File: config.mk
export PLATFORM = sky130hd
export DESIGN_NAME = warp_simt_ctrl_flat
export DESIGN_NICKNAME = d
export VERILOG_FILES = /design/src/rtl/warp_pkg.sv /design/src/rtl/warp_simt_ctrl_if.sv /design/src/rtl/simt_stack.sv /design/src/rtl/warp_simt_ctrl.sv /design/src/flat_wrapper.sv
export SDC_FILE = /design/constraint.sdc
export NUM_CORES = 1
export LEC_CHECK = 0
export CORE_MARGIN = 2
export CORE_UTILIZATION = 30
export CTS_CLUSTER_SIZE = 14
export DETAILED_ROUTE_END_ITERATION = 12
export MAX_ROUTING_LAYER = met4
export PLACE_DENSITY = 0.51
export SKIP_LAST_GASP = 1
export SYNTH_ARGS = -nofsm -noshare
export SYNTH_HDL_FRONTEND = slang
export SYNTH_SLANG_ARGS = --single-unit
File: constraint.sdc
create_clock -name clk -period 17.5 [get_ports clk]
set_input_delay 3.5 -clock clk [delete_from_list [all_inputs] [get_ports clk]]
set_output_delay 3.5 -clock clk [all_outputs]
set_load 0.02 [all_outputs]
File: src/rtl/warp_pkg.sv
// Shared types for the SIMT divergence controller: stack entry layout and FSM states.
package warp_pkg;

    localparam int unsigned WARP_PC_WIDTH  = 32;
    localparam int unsigned WARP_NUM_LANES = 8;

    typedef struct packed {
        logic [WARP_PC_WIDTH-1:0]  pc;
        logic [WARP_NUM_LANES-1:0] mask;
        logic [WARP_PC_WIDTH-1:0]  rpc;
    } simt_entry_t;

    typedef enum logic [1:0] {
        IDLE,
        PUSH_RC,
        PUSH_NT,
        POP
    } simt_state_e;

endpackage

File: src/rtl/warp_simt_ctrl_if.sv
// Branch-resolution / fetch-side signal bundle of the SIMT controller.
interface warp_simt_ctrl_if #(
    parameter int unsigned NUM_LANES   = 8,
    parameter int unsigned STACK_DEPTH = 8,
    parameter int unsigned PC_WIDTH    = 32
);
    localparam int unsigned DW = $clog2(STACK_DEPTH) + 1;

    logic                 branch_valid;
    logic                 branch_ready;
    logic [NUM_LANES-1:0] branch_pred;
    logic [PC_WIDTH-1:0]  branch_target;
    logic [PC_WIDTH-1:0]  branch_fallthru;
    logic [PC_WIDTH-1:0]  branch_reconv;
    logic                 pc_valid;
    logic [PC_WIDTH-1:0]  pc_in;
    logic                 mask_update;
    logic [NUM_LANES-1:0] mask_out;
    logic [NUM_LANES-1:0] active_mask;
    logic                 redirect_valid;
    logic [PC_WIDTH-1:0]  redirect_pc;
    logic [DW-1:0]        depth;
    logic                 overflow_err;

    modport master (
        output branch_valid, branch_pred, branch_target, branch_fallthru, branch_reconv,
        output pc_valid, pc_in,
        input  branch_ready, mask_update, mask_out, active_mask, redirect_valid, redirect_pc,
        input  depth, overflow_err
    );

    modport slave (
        input  branch_valid, branch_pred, branch_target, branch_fallthru, branch_reconv,
        input  pc_valid, pc_in,
        output branch_ready, mask_update, mask_out, active_mask, redirect_valid, redirect_pc,
        output depth, overflow_err
    );

endinterface

File: src/rtl/simt_stack.sv
// LIFO of reconvergence contexts; only the occupancy pointer is reset, storage is not.
module simt_stack
    import warp_pkg::*;
#(
    parameter int unsigned STACK_DEPTH = 8
) (
    input  logic                             clk,
    input  logic                             rst,
    input  logic                             push,
    input  logic                             pop,
    input  simt_entry_t                      push_data,
    output simt_entry_t                      tos,
    output logic [$clog2(STACK_DEPTH):0]     depth,
    output logic                             full_minus1
);
    localparam int unsigned AW = $clog2(STACK_DEPTH);
    localparam logic [AW:0] ONE       = (AW + 1)'(1);
    localparam logic [AW:0] DEPTH_MAX = (AW + 1)'(STACK_DEPTH);
    localparam logic [AW:0] ROOM_TWO  = (AW + 1)'(STACK_DEPTH - 2);

    simt_entry_t       mem [STACK_DEPTH];
    logic [AW:0]       depth_q;
    logic [AW-1:0]     top_idx;
    logic              do_push;
    logic              do_pop;

    always_comb begin
        do_push     = push && !pop && (depth_q < DEPTH_MAX);
        do_pop      = pop && !push && (depth_q != '0);
        top_idx     = depth_q[AW-1:0] - AW'(1);
        tos         = mem[top_idx];
        full_minus1 = depth_q > ROOM_TWO;
        depth       = depth_q;
    end

    always_ff @(posedge clk or posedge rst) begin
        if (rst) begin
            depth_q <= '0;
        end else if (do_push) begin
            depth_q <= depth_q + ONE;
        end else if (do_pop) begin
            depth_q <= depth_q - ONE;
        end
    end

    always_ff @(posedge clk) begin
        if (do_push) begin
            mem[depth_q[AW-1:0]] <= push_data;
        end
    end

endmodule

File: src/rtl/warp_simt_ctrl.sv
// SIMT divergence/reconvergence controller: narrows the lane mask on divergent branches
// and restores it from the stack when the reconvergence PC is issued.
module warp_simt_ctrl
    import warp_pkg::*;
#(
    parameter int unsigned NUM_LANES   = WARP_NUM_LANES,
    parameter int unsigned STACK_DEPTH = 8,
    parameter int unsigned PC_WIDTH    = WARP_PC_WIDTH
) (
    input  logic           clk,
    input  logic           rst,
    warp_simt_ctrl_if.slave bus
);
    localparam int unsigned DW = $clog2(STACK_DEPTH) + 1;

    simt_state_e          state_q;
    logic [NUM_LANES-1:0] active_q;
    logic [NUM_LANES-1:0] mask_out_q;
    logic [NUM_LANES-1:0] op_taken_q;
    logic [NUM_LANES-1:0] op_nt_q;
    logic [PC_WIDTH-1:0]  cur_rpc_q;
    logic [PC_WIDTH-1:0]  redirect_pc_q;
    logic [PC_WIDTH-1:0]  op_target_q;
    logic [PC_WIDTH-1:0]  op_fallthru_q;
    logic [PC_WIDTH-1:0]  op_reconv_q;
    logic                 mask_update_q;
    logic                 redirect_valid_q;
    logic                 overflow_q;

    logic [NUM_LANES-1:0] taken;
    logic [NUM_LANES-1:0] nt;
    logic                 reconv_hit;
    logic                 push;
    logic                 pop;
    logic                 full_minus1;
    logic [DW-1:0]        depth;
    simt_entry_t          push_data;
    simt_entry_t          tos;

    always_comb begin
        taken      = bus.branch_pred & active_q;
        nt         = ~bus.branch_pred & active_q;
        reconv_hit = (state_q == IDLE) && bus.pc_valid && (depth != '0) &&
                     (bus.pc_in == cur_rpc_q);
        push       = (state_q == PUSH_RC) || (state_q == PUSH_NT);
        pop        = (state_q == POP);
        // PUSH_RC saves the enclosing context; PUSH_NT saves the deferred not-taken path.
        if (state_q == PUSH_NT) begin
            push_data = '{pc: op_fallthru_q, mask: op_nt_q, rpc: op_reconv_q};
        end else begin
            push_data = '{pc: op_reconv_q, mask: active_q, rpc: cur_rpc_q};
        end
    end

    simt_stack #(
        .STACK_DEPTH (STACK_DEPTH)
    ) u_stack (
        .clk         (clk),
        .rst         (rst),
        .push        (push),
        .pop         (pop),
        .push_data   (push_data),
        .tos         (tos),
        .depth       (depth),
        .full_minus1 (full_minus1)
    );

    always_ff @(posedge clk or posedge rst) begin
        if (rst) begin
            state_q          <= IDLE;
            active_q         <= '1;
            mask_out_q       <= '1;
            cur_rpc_q        <= '0;
            redirect_pc_q    <= '0;
            mask_update_q    <= 1'b0;
            redirect_valid_q <= 1'b0;
            overflow_q       <= 1'b0;
            op_taken_q       <= '0;
            op_nt_q          <= '0;
            op_target_q      <= '0;
            op_fallthru_q    <= '0;
            op_reconv_q      <= '0;
        end else begin
            mask_update_q    <= 1'b0;
            redirect_valid_q <= 1'b0;
            unique case (state_q)
                IDLE: begin
                    if (reconv_hit) begin
                        state_q <= POP;
                    end else if (bus.branch_valid) begin
                        if (taken == '0) begin
                            // all active lanes fall through: nothing to do
                        end else if (nt == '0) begin
                            redirect_valid_q <= 1'b1;
                            redirect_pc_q    <= bus.branch_target;
                        end else if (full_minus1) begin
                            overflow_q <= 1'b1;
                        end else begin
                            op_taken_q    <= taken;
                            op_nt_q       <= nt;
                            op_target_q   <= bus.branch_target;
                            op_fallthru_q <= bus.branch_fallthru;
                            op_reconv_q   <= bus.branch_reconv;
                            state_q       <= PUSH_RC;
                        end
                    end
                end
                PUSH_RC: begin
                    state_q <= PUSH_NT;
                end
                PUSH_NT: begin
                    active_q         <= op_taken_q;
                    mask_out_q       <= op_taken_q;
                    cur_rpc_q        <= op_reconv_q;
                    mask_update_q    <= 1'b1;
                    redirect_valid_q <= 1'b1;
                    redirect_pc_q    <= op_target_q;
                    state_q          <= IDLE;
                end
                POP: begin
                    active_q         <= tos.mask;
                    mask_out_q       <= tos.mask;
                    cur_rpc_q        <= tos.rpc;
                    mask_update_q    <= 1'b1;
                    redirect_valid_q <= 1'b1;
                    redirect_pc_q    <= tos.pc;
                    state_q          <= IDLE;
                end
                default: state_q <= IDLE;
            endcase
        end
    end

    assign bus.branch_ready   = (state_q == IDLE) && !reconv_hit;
    assign bus.mask_update    = mask_update_q;
    assign bus.mask_out       = mask_out_q;
    assign bus.active_mask    = active_q;
    assign bus.redirect_valid = redirect_valid_q;
    assign bus.redirect_pc    = redirect_pc_q;
    assign bus.depth          = depth;
    assign bus.overflow_err   = overflow_q;

endmodule

File: src/flat_wrapper.sv
// flat-port wrapper written by rule: the top's interface ports become plain ports
module warp_simt_ctrl_flat import warp_pkg::*;
#(
    parameter int unsigned NUM_LANES   = WARP_NUM_LANES,
    parameter int unsigned STACK_DEPTH = 8,
    parameter int unsigned PC_WIDTH    = WARP_PC_WIDTH
)
  (clk, rst, bus_branch_valid, bus_branch_pred, bus_branch_target, bus_branch_fallthru, bus_branch_reconv, bus_pc_valid, bus_pc_in, bus_branch_ready, bus_mask_update, bus_mask_out, bus_active_mask, bus_redirect_valid, bus_redirect_pc, bus_depth, bus_overflow_err);
  warp_simt_ctrl_if #(.NUM_LANES(NUM_LANES), .STACK_DEPTH(STACK_DEPTH), .PC_WIDTH(PC_WIDTH)) bus_i ();
  input  logic clk;
  input  logic rst;
  input wire logic [$bits(bus_i.branch_valid)-1:0] bus_branch_valid;
  input wire logic [$bits(bus_i.branch_pred)-1:0] bus_branch_pred;
  input wire logic [$bits(bus_i.branch_target)-1:0] bus_branch_target;
  input wire logic [$bits(bus_i.branch_fallthru)-1:0] bus_branch_fallthru;
  input wire logic [$bits(bus_i.branch_reconv)-1:0] bus_branch_reconv;
  input wire logic [$bits(bus_i.pc_valid)-1:0] bus_pc_valid;
  input wire logic [$bits(bus_i.pc_in)-1:0] bus_pc_in;
  output wire logic [$bits(bus_i.branch_ready)-1:0] bus_branch_ready;
  output wire logic [$bits(bus_i.mask_update)-1:0] bus_mask_update;
  output wire logic [$bits(bus_i.mask_out)-1:0] bus_mask_out;
  output wire logic [$bits(bus_i.active_mask)-1:0] bus_active_mask;
  output wire logic [$bits(bus_i.redirect_valid)-1:0] bus_redirect_valid;
  output wire logic [$bits(bus_i.redirect_pc)-1:0] bus_redirect_pc;
  output wire logic [$bits(bus_i.depth)-1:0] bus_depth;
  output wire logic [$bits(bus_i.overflow_err)-1:0] bus_overflow_err;
  assign bus_i.branch_valid = bus_branch_valid;
  assign bus_i.branch_pred = bus_branch_pred;
  assign bus_i.branch_target = bus_branch_target;
  assign bus_i.branch_fallthru = bus_branch_fallthru;
  assign bus_i.branch_reconv = bus_branch_reconv;
  assign bus_i.pc_valid = bus_pc_valid;
  assign bus_i.pc_in = bus_pc_in;
  assign bus_branch_ready = bus_i.branch_ready;
  assign bus_mask_update = bus_i.mask_update;
  assign bus_mask_out = bus_i.mask_out;
  assign bus_active_mask = bus_i.active_mask;
  assign bus_redirect_valid = bus_i.redirect_valid;
  assign bus_redirect_pc = bus_i.redirect_pc;
  assign bus_depth = bus_i.depth;
  assign bus_overflow_err = bus_i.overflow_err;
  warp_simt_ctrl #(.NUM_LANES(NUM_LANES), .STACK_DEPTH(STACK_DEPTH), .PC_WIDTH(PC_WIDTH)) u_core (.clk(clk), .rst(rst), .bus(bus_i));
endmodule
==> run summary, run 1 <==
- 1208 — first-iteration detailed-routing DRC count
- 6.56 ns — Crit path arrival time
- 0.79 ns — slowest cell delay on critical path
- 1.112 ns — slew at the pin closest to its max-slew limit
- 0 — total setup violations reported at the end of the flow
- 195 — number of I/O port buffers
- 47980 um — dpl hpwl
- 0 — number of buffers added for setup after CTS
- 0 — count of maximum capacitance violations
- 44 — Unique masters post-synth
- 0 — GR Overflow Total
- sky130_fd_sc_hd__edfxtp_1 — dominant synthesized flop cell
- 0 — number of hold buffers added after CTS
- 106200 sq um — area enclosed by the die boundary
- clkdlybuf4s50_1 -> xor2_1 -> nor4_2 -> nand3_1 -> nor4_2 -> buf_4 -> and2b_1 -> clkdlybuf4s50_1 — cell breakdown of the critical path
- false — RSZ-0062 raised after global routing
- 769 — count of clock tree sinks
- 1662 — cell count after synthesis
- 37330 um — DRT met1 WL
- 576 — number of flops mapped to enable cells by yosys
- 0 — Synth Warn #
- 113 — maximum number of pins on one net before global-route repair
- 7.231 mW — power after layout
- 25.10% — share of flip-flops with an asynchronous set or reset after synthesis
- 0 — Pins Over Slew Limit
- 86 — number of buffers created by CTS
- 39100 um — met2 routed wirelength
- input pin to output pin — category of the critical setup timing path
- 17.02k — via count of the first global-routing pass
- 31090 sq um — cell area after synthesis
- sky130_fd_sc_hd__nor4_2 — critical path's slowest cell
- input pin — launching element type of the critical path
- 5 — largest driver fanout on the critical path
- 325.9 um — height of the chip
- 196 — total I/O pin count
- 1812 — nets in the synthesized netlist
- 5 — count of TritonRoute iterations in the first routing pass
- 3 — Buf+Inv Stages, Crit Path
- 0.06 ns — clock edge transition at the registers on the reported setup and hold paths
- 191.8 nW/um^2 — power per unit of standard cell area
- 10.06 ns — minimum period implied by the final worst setup slack
- 0.7264 — routability-driven placement congestion ratio
- 119100 um — global-route wire length before repair
- 9528 — fill count
- 21.28% — post-synthesis to final-layout area growth
- 81930 um — total routed wirelength
- 27.23% — ratio of cells with drive above 1 in the final layout
- 6 — antenna violations before repair
- 18.71 sq um — Avg Synthesized Cell Area
- 13.20 ns — setup slack of the most critical reg-to-reg path
- 0 — Hold Vio Cnt, Final
- 30.13% — initial cell density of the core
- finished clean — run status
- 25.89% — Max-slew headroom
- 2026 — number of nets at the end of the flow
- register to register — worst min-delay path category
- 71.20% — Seq/Total Area, Yosys
- sky130_fd_sc_hd__clkbuf_16 — Clk Tree Root Cell
- 325.9 um — die span in x
- 4.833 — Vias/cell
- 13.01 nW — Static Leakage
- 16.11k — routed vias
- 0 ns — TNS Setup
- 0 — Final ANT Viol Nets
- 118 — number of placement rows
- output pin — Crit. End Element
- 0 — detailed-route DRC error count
- 3 — buffer levels on the longest clock path
- 0 — cts repair resizes
- 15.82% — Global Route Usage Sum
- met4 — highest signal layer in the routed design
- 3 — H-tree levels
- 22140 sq um — Register Area
- 0.65 ns — clock latency on the worst-skew pair
- 57.48% — fraction of the cycle the final worst path needs
- 24.59 um — average wire per cell in the routed design
- 8522 sq um — footprint of the multi-input gates
- 3871 um — total met3 wirelength after detailed routing
- 103200 sq um — Placeable Area
- built — CTS tree
- 769 — number of synthesized register bits
- simple AND/OR/NAND/NOR gates — gate family responsible for the most delay along the worst path
- 0.04146 ns — worst clock skew
- 0.1551 mV — Max VDD drop
- 14.00 ns — required time worst endpoint
- 0.09942 GHz — Max Fclk
- 36.54% — Finished Core Util
cell usage in the layout (no fill, tap or decap), drive strengths merged, types with 40 or more instances in the layout:
cell,n
dfrtp,185
clkdlybuf4s50,195
mux2,202
mux4,144
a31oi,40
clkbuf,111
nor2,43
edfxtp,576
nand2,158
through the flow:
stage	instance area [sq um]	cells	hold slack, ns	setup WS [ns]
6_report	37710	3332	0.4910	7.441
5_1_grt	37710	3332	0.5090	7.328
4_1_cts	37700	3330	0.4982	7.219
3_5_place_dp	34670	3168	0.4848	7.223
3_3_place_gp	34670	3168	0.4728	7.215
2_1_floorplan	31090	1662	0.4749	8.758
registers in the layout (all words and copies together) (netlist names), 32 cells and up:
name                    flops
u_core.bus.redirect_pc     32
u_core.op_reconv_q         32
u_core.op_fallthru_q       32
u_core.u_stack.mem        576
u_core.cur_rpc_q           32
u_core.op_target_q         32
final cells by class:
type	instances	share of cell area, %
Sequential cell	769	58.72
Multi-Input combinational cell	777	22.60
Clock buffer	111	6.285
Timing Repair Buffer	227	5.880
Tap cell	1380	4.579
Clock inverter	51	1.759
Inverter	15	0.1692
Antenna cell	2	0.01327
worst reg2reg max path: cells and delay by family (launching register included):
| family | cells | cell delay (ns) |
|---|---|---|
| adder cells (fa/ha/maj) | 1 | 0.79 |
| buffers and inverters | 3 | 1.82 |
| AO/OA/AOI/OAI | 1 | 0.12 |
| flip-flops | 1 | 0.79 |
| AND/OR/NAND/NOR | 1 | 0.08 |
| multiplexers | 1 | 0.53 |
layer usage:
| layer | track usage (%) | vias to the layer above |
|---|---|---|
| li1 | - | 6952 |
| met1 | 21.35 | 8639 |
| met2 | 24.81 | 414 |
| met3 | 2.558 | 100 |
| met4 | 4.378 | 0 |
| met5 | - | - |
cells in the mapped netlist, drive strengths merged (2+ instances only):
cell type  instances  area [sq um]
edfxtp           576         17300
mux2             202          2545
dfrtp            185          4629
nand2            158         593.1
mux4             144          3243
clkbuf            55         206.5
buf               46         319.1
nor2              43         161.4
a31oi             40         250.2
a21boi            32         240.2
a221o             32         320.3
xor2              32         280.3
nor2b             18         112.6
inv               15         56.30
nor4              10         68.81
a211oi             9         67.56
a21o               9         67.56
ha                 9         112.6
dfstp              8         210.2
mux2i              8         80.08
xnor2              5         43.79
nand4              4         25.02
nor3               4         20.02
o21ai              3         15.01
nand2b             2         12.51
power by group:
group          total (mW)  leakage [nW]  internal (mW)  switching, mW
Sequential           2.84          7.53           2.55          0.295
Clock                1.92          1.49           1.16          0.758
Combinational        2.47          3.99           1.09           1.38
Total                7.23          13.0           4.80           2.43
cells by family after synthesis:
family          Yosys count  share of synthesized area (%)
flops                   769                          71.20
mux                     354                          18.87
simple gates            245                          3.340
compound gates          131                          3.252
buf+inv                 116                          1.871
xor+xnor                 37                          1.042
fa+ha+maj                10                         0.4266
final timing paths:
path,startpoint,end,cells past startpoint
setup / recovery,bus_pc_in[0],bus_branch_ready,8
setup reg to reg,u_core.u_stack.depth[0],u_core.cur_rpc_q[1],7
hold / removal,u_core.bus.redirect_pc[0],u_core.bus.redirect_pc[0],1
min in group asynchronous,rst,u_core.bus.redirect_pc[29],2
max in group asynchronous,rst,u_core.cur_rpc_q[16],4
hold reg to reg,u_core.bus.redirect_pc[0],u_core.bus.redirect_pc[0],1
Power figures use the tool's default switching activity.
==> run 2: changes to the inputs <==
- clock period: 17.5 -> 10.3 ns (I/O delays scaled with it)
==> run 2 against run 1 <==
Die area unchanged; critical path type unchanged; combinational power up 69%; via count down 0.59%; critical endpoint unchanged; largest cell class unchanged; total power up 67%.
==> run summary, run 2 (synthesis gave the netlist of run 1 again) <==
- 769 — count of clock tree sinks
- built — CTS tree
- 196 — total I/O pin count
- 195 — number of I/O port buffers
- 48450 um — dpl hpwl
- 24.52 um — average wire per cell in the routed design
- 103200 sq um — Placeable Area
- 81720 um — total routed wirelength
- 3 — buffer levels on the longest clock path
- 4.803 — Vias/cell
- 3 — H-tree levels
- clkdlybuf4s50_1 -> xor2_1 -> nor4_2 -> nand3_1 -> nor4_2 -> buf_4 -> and2b_1 -> clkdlybuf4s50_1 — cell breakdown of the critical path
- 0.06 ns — clock edge transition at the registers on the reported setup and hold paths
- 0 — Hold Vio Cnt, Final
- sky130_fd_sc_hd__edfxtp_1, sky130_fd_sc_hd__clkdlybuf4s50_1, sky130_fd_sc_hd__dfrtp_1 — highest-count cells in the layout ignoring fill and taps
- 0.64 ns — slowest cell delay on critical path
- 0 — number of hold buffers added after CTS
- 29.85% — Max-slew headroom
- 1.050 ns — slew at the pin closest to its max-slew limit
- 0.1421 GHz — Max Fclk
- simple AND/OR/NAND/NOR gates — gate family responsible for the most delay along the worst path
- 0 — Pins Over Slew Limit
- 0 — detailed-route DRC error count
- 0 — count of maximum capacitance violations
- 4 — antenna violations before repair
- 30.13% — initial cell density of the core
- 576 — flip-flop count of the largest register after layout
- 0.64 ns — clock latency on the worst-skew pair
- 0 — number of diodes added for antenna fixing
- 7.036 ns — minimum period implied by the final worst setup slack
- 5 — count of TritonRoute iterations in the first routing pass
- 118 — number of placement rows
- finished clean — run status
- 0 — cts repair resizes
- 0.7580 — routability-driven placement congestion ratio
- input pin to output pin — category of the critical setup timing path
- 106 — maximum number of pins on one net before global-route repair
- register to register — worst min-delay path category
- 0 ns — TNS Setup
- 9531 — fill count
- 0 — GR Overflow Total
- sky130_fd_sc_hd__clkbuf_16 — Clk Tree Root Cell
- 1141 — first-iteration detailed-routing DRC count
- 15.89% — Global Route Usage Sum
- 325.9 um — height of the chip
- 4.98 ns — Crit path arrival time
- 8.24 ns — required time worst endpoint
- 321.9 nW/um^2 — power per unit of standard cell area
- 3 — Buf+Inv Stages, Crit Path
- 20.53% — post-synthesis to final-layout area growth
- sky130_fd_sc_hd__nor4_2 — critical path's slowest cell
- 17.19k — via count of the first global-routing pass
- input pin — launching element type of the critical path
- 0 — Final ANT Viol Nets
- 0.02487 ns — worst clock skew
- 12.90 nW — Static Leakage
- 5 — largest driver fanout on the critical path
- 0 — total setup violations reported at the end of the flow
- output pin — Crit. End Element
- 119500 um — global-route wire length before repair
- 0 — number of buffers added for setup after CTS
- 0.4718 ns — smallest hold slack
- 325.9 um — die span in x
- 2031 — number of nets at the end of the flow
- 86 — number of buffers created by CTS
- 0.2592 mV — Max VDD drop
- 106200 sq um — area enclosed by the die boundary
- 16.01k — routed vias
- 26.88% — ratio of cells with drive above 1 in the final layout
- 68.31% — fraction of the cycle the final worst path needs
- false — RSZ-0062 raised after global routing
- sky130_fd_sc_hd__edfxtp_1 — most common library cell in the layout ignoring fill and taps
==> run 2: cell count changes in the layout (fill, tap and decap cells not counted), sizes merged <==
cell / change
diode: -2
clkbuf: -1
buf: +5
clkinvlp: +4
clkinv: +1
bufinv: -6
==> run 2: final timing paths <==
| path | slack, ns | startpoint | cells past startpoint | to |
|---|---|---|---|---|
| worst max-delay path | 3.26 | bus_pc_in[0] | 8 | bus_branch_ready |
| worst min-delay path | 0.47 | u_core.bus.overflow_err | 1 | u_core.bus.overflow_err |
| worst max register to register | 5.82 | u_core.u_stack.depth[0] | 12 | u_core.op_fallthru_q[22] |
| worst min register to register | 0.47 | u_core.bus.overflow_err | 1 | u_core.bus.overflow_err |
| max in group asynchronous | 6.39 | rst | 4 | u_core.op_fallthru_q[19] |
| min in group asynchronous | 2.01 | rst | 2 | u_core.bus.redirect_pc[28] |
==> run 2: report_power, final <==
group | switching, mW | internal, mW | total (mW)
clock | 1.26 | 1.79 | 3.05
combinational | 2.32 | 1.86 | 4.18
sequential | 0.503 | 4.33 | 4.83
total | 4.09 | 7.98 | 12.1
==> run 2: area by class of cell <==
cell class	count	area [sq um]	share of cell area (%)
flip-flops and latches	769	22140	59.08
well taps	1380	1727	4.607
multi-input cells	777	8522	22.74
clock buffers	110	2346	6.260
clock inverters	50	447.9	1.195
inverters	15	63.81	0.1703
repair buffers	232	2230	5.950
==> run 2: layer usage <==
layer | GRT usage [%] | wire [um] | part of all wire (%)
met1 | 21.16 | 36230 | 44
met2 | 24.89 | 39010 | 48
met3 | 2.844 | 4481 | 5.5
met4 | 4.708 | 2010 | 2.5
met5 | - | 0 | 0
==> run 2: per-stage QoR <==
stage               util (%)  cell area (sq um)  power, mW  setup slack [ns]  cells
finish                 36.31              37480      12.06             3.264   3333
global route           36.31              37480      12.71             3.104   3333
CTS                    36.31              37480      12.26             3.059   3333
detailed placement     33.61              34680      9.171             3.062   3173
global placement       33.61              34680      9.068             3.130   3173
floorplan                  -              31090      7.583             2.998   1662
==> run 3: changes to the inputs <==
- clock period: 10.3 -> 6.97 ns (I/O delays scaled with it)
==> run 3 against run 2 <==
Sequential power up 47%; critical endpoint unchanged; worst hold slack improved by 0.015 ns; total power grew 48%; combinational power increased by 49%; final area rose by 0.16%; wire length is essentially flat; worst setup slack got worse by 2.2 ns; sequential share of layout area down 0.093 points; die area unchanged; critical path depth stayed put; core utilization increased by 0.057 points; non-clock buffer count is 3 lower.
==> run summary, run 3 (synthesis gave the netlist of run 1 again) <==
- finished clean — run status
- 4.54 ns — Crit path arrival time
- 20.72% — post-synthesis to final-layout area growth
- 24.52 um — average wire per cell in the routed design
- 0 ns — TNS Setup
- 0.1685 GHz — Max Fclk
- 0 — detailed-route DRC error count
- 0.06 ns — clock edge transition at the registers on the reported setup and hold paths
- register to register — worst min-delay path category
- 5.58 ns — required time worst endpoint
- 195 — number of I/O port buffers
- u_core.bus.redirect_pc[1] — hold wc startpoint
- 37530 sq um — design area
- 576 — flip-flop count of the largest register after layout
- 16.02k — routed vias
- 5 — largest driver fanout on the critical path
- 0 — number of buffers added for setup after CTS
- 85.17% — fraction of the cycle the final worst path needs
- 1.081 ns — slew at the pin closest to its max-slew limit
- output pin — Crit. End Element
- 34710 sq um — placed cell areas
- 0.64 ns — clock latency on the worst-skew pair
- 15.78% — Global Route Usage Sum
- 0.02904 ns — worst clock skew
- input pin — launching element type of the critical path
- 325.9 um — height of the chip
- false — RSZ-0062 raised after global routing
- 0.4867 ns — smallest hold slack
- 17.83 mW — power after layout
- 9526 — fill count
- 0 — total setup violations reported at the end of the flow
- 0 — cts repair resizes
- 196 — total I/O pin count
- 85 — number of buffers created by CTS
- 48050 um — dpl hpwl
- 0.3505 mV — Max VDD drop
- 1386 — first-iteration detailed-routing DRC count
- 17.05k — via count of the first global-routing pass
- 474.9 nW/um^2 — power per unit of standard cell area
- 0.7371 — routability-driven placement congestion ratio
- 4.811 — Vias/cell
- 30.13% — initial cell density of the core
- input pin to output pin — category of the critical setup timing path
- 115 — maximum number of pins on one net before global-route repair
- 118 — number of placement rows
- 5 — count of TritonRoute iterations in the first routing pass
- 3 — buffer levels on the longest clock path
- 81670 um — total routed wirelength
- sky130_fd_sc_hd__edfxtp_1, sky130_fd_sc_hd__clkdlybuf4s50_1, sky130_fd_sc_hd__dfrtp_1 — highest-count cells in the layout ignoring fill and taps
- u_core.op_fallthru_q[12] — end of the worst register-to-register path
- 0 — Pins Over Slew Limit
- 3 — H-tree levels
- 0 — number of hold buffers added after CTS
- 106200 sq um — area enclosed by the die boundary
- 12.92 nW — Static Leakage
- u_core.u_stack.depth[0] — reg-to-reg startpoint
- 103200 sq um — Placeable Area
- 325.9 um — die span in x
- 769 — count of clock tree sinks
- sky130_fd_sc_hd__edfxtp_1 — most common library cell in the layout ignoring fill and taps
- 1 — number of cells on the worst hold path
- 2.71 ns — setup slack of the most critical reg-to-reg path
- 0 — Final ANT Viol Nets
- 5.936 ns — minimum period implied by the final worst setup slack
- 0 — GR Overflow Total
- 26.88% — ratio of cells with drive above 1 in the final layout
- 0 — count of maximum capacitance violations
- u_core.bus.redirect_pc[1] — Hold Crit Endpoint
- 27.95% — Max-slew headroom
- 119200 um — global-route wire length before repair
- 2 — antenna violations before repair
- sky130_fd_sc_hd__clkbuf_16 — Clk Tree Root Cell
- 11 — cell count of the worst reg-to-reg path
- 2027 — number of nets at the end of the flow
- 0 — Hold Vio Cnt, Final
- built — CTS tree
run 3: how the worst max path moves through the flow:
stage	from	to	slack (ns)
after floorplan	u_core.u_stack.depth[0]	u_core.u_stack.mem[0][0]	0.21
after CTS	bus_pc_in[15]	bus_branch_ready	0.89
after global placement	bus_pc_in[22]	bus_branch_ready	0.85
after detailed placement	bus_pc_in[15]	bus_branch_ready	0.89
after global routing	bus_pc_in[22]	bus_branch_ready	0.80
final	bus_pc_in[22]	bus_branch_ready	1.03
run 3: area by class of cell:
type	count	area [sq um]	share of cell area [%]
Clock buffer	122	2471	6.584
Sequential cell	769	22140	58.99
Timing Repair Buffer	229	2257	6.014
Inverter	15	63.81	0.1700
Multi-Input combinational cell	777	8522	22.70
Tap cell	1380	1727	4.600
Clock inverter	34	344.1	0.9167
Antenna cell	4	10.01	0.02667
run 3: worst max-delay path, stage by stage:
cell and delay (ns):
sky130_fd_sc_hd__clkdlybuf4s50_1 0.42, sky130_fd_sc_hd__xor2_1 0.15, sky130_fd_sc_hd__nor4_1 0.80, sky130_fd_sc_hd__nand4_1 0.36
sky130_fd_sc_hd__nor4_2 0.43, sky130_fd_sc_hd__buf_4 0.22, sky130_fd_sc_hd__and2b_1 0.22, sky130_fd_sc_hd__clkdlybuf4s50_1 0.55
run 3: metrics by stage:
stage	utilization, %	worst slack (ns)	instances
floorplan	-	0.2078	1662
global placement	33.63	0.8520	3170
detailed placement	33.63	0.8946	3170
CTS	36.36	0.8948	3326
global route	36.37	0.7955	3328
finish	36.37	1.034	3330
run 3: layer usage:
layer | share of wire, % | track usage, % | up-vias
li1 | - | - | 6956
met1 | 45 | 21.21 | 8522
met2 | 48 | 24.61 | 431
met3 | 5.0 | 2.667 | 111
met4 | 2.2 | 4.698 | 0
met5 | 0 | - | -
run 3: where the power goes:
| group | leakage, nW | switching (mW) | internal, mW |
|---|---|---|---|
| logic | 4.00 | 3.47 | 2.76 |
| clock network | 1.39 | 1.81 | 2.69 |
| registers | 7.53 | 0.696 | 6.40 |
| total | 12.9 | 5.97 | 11.9 |
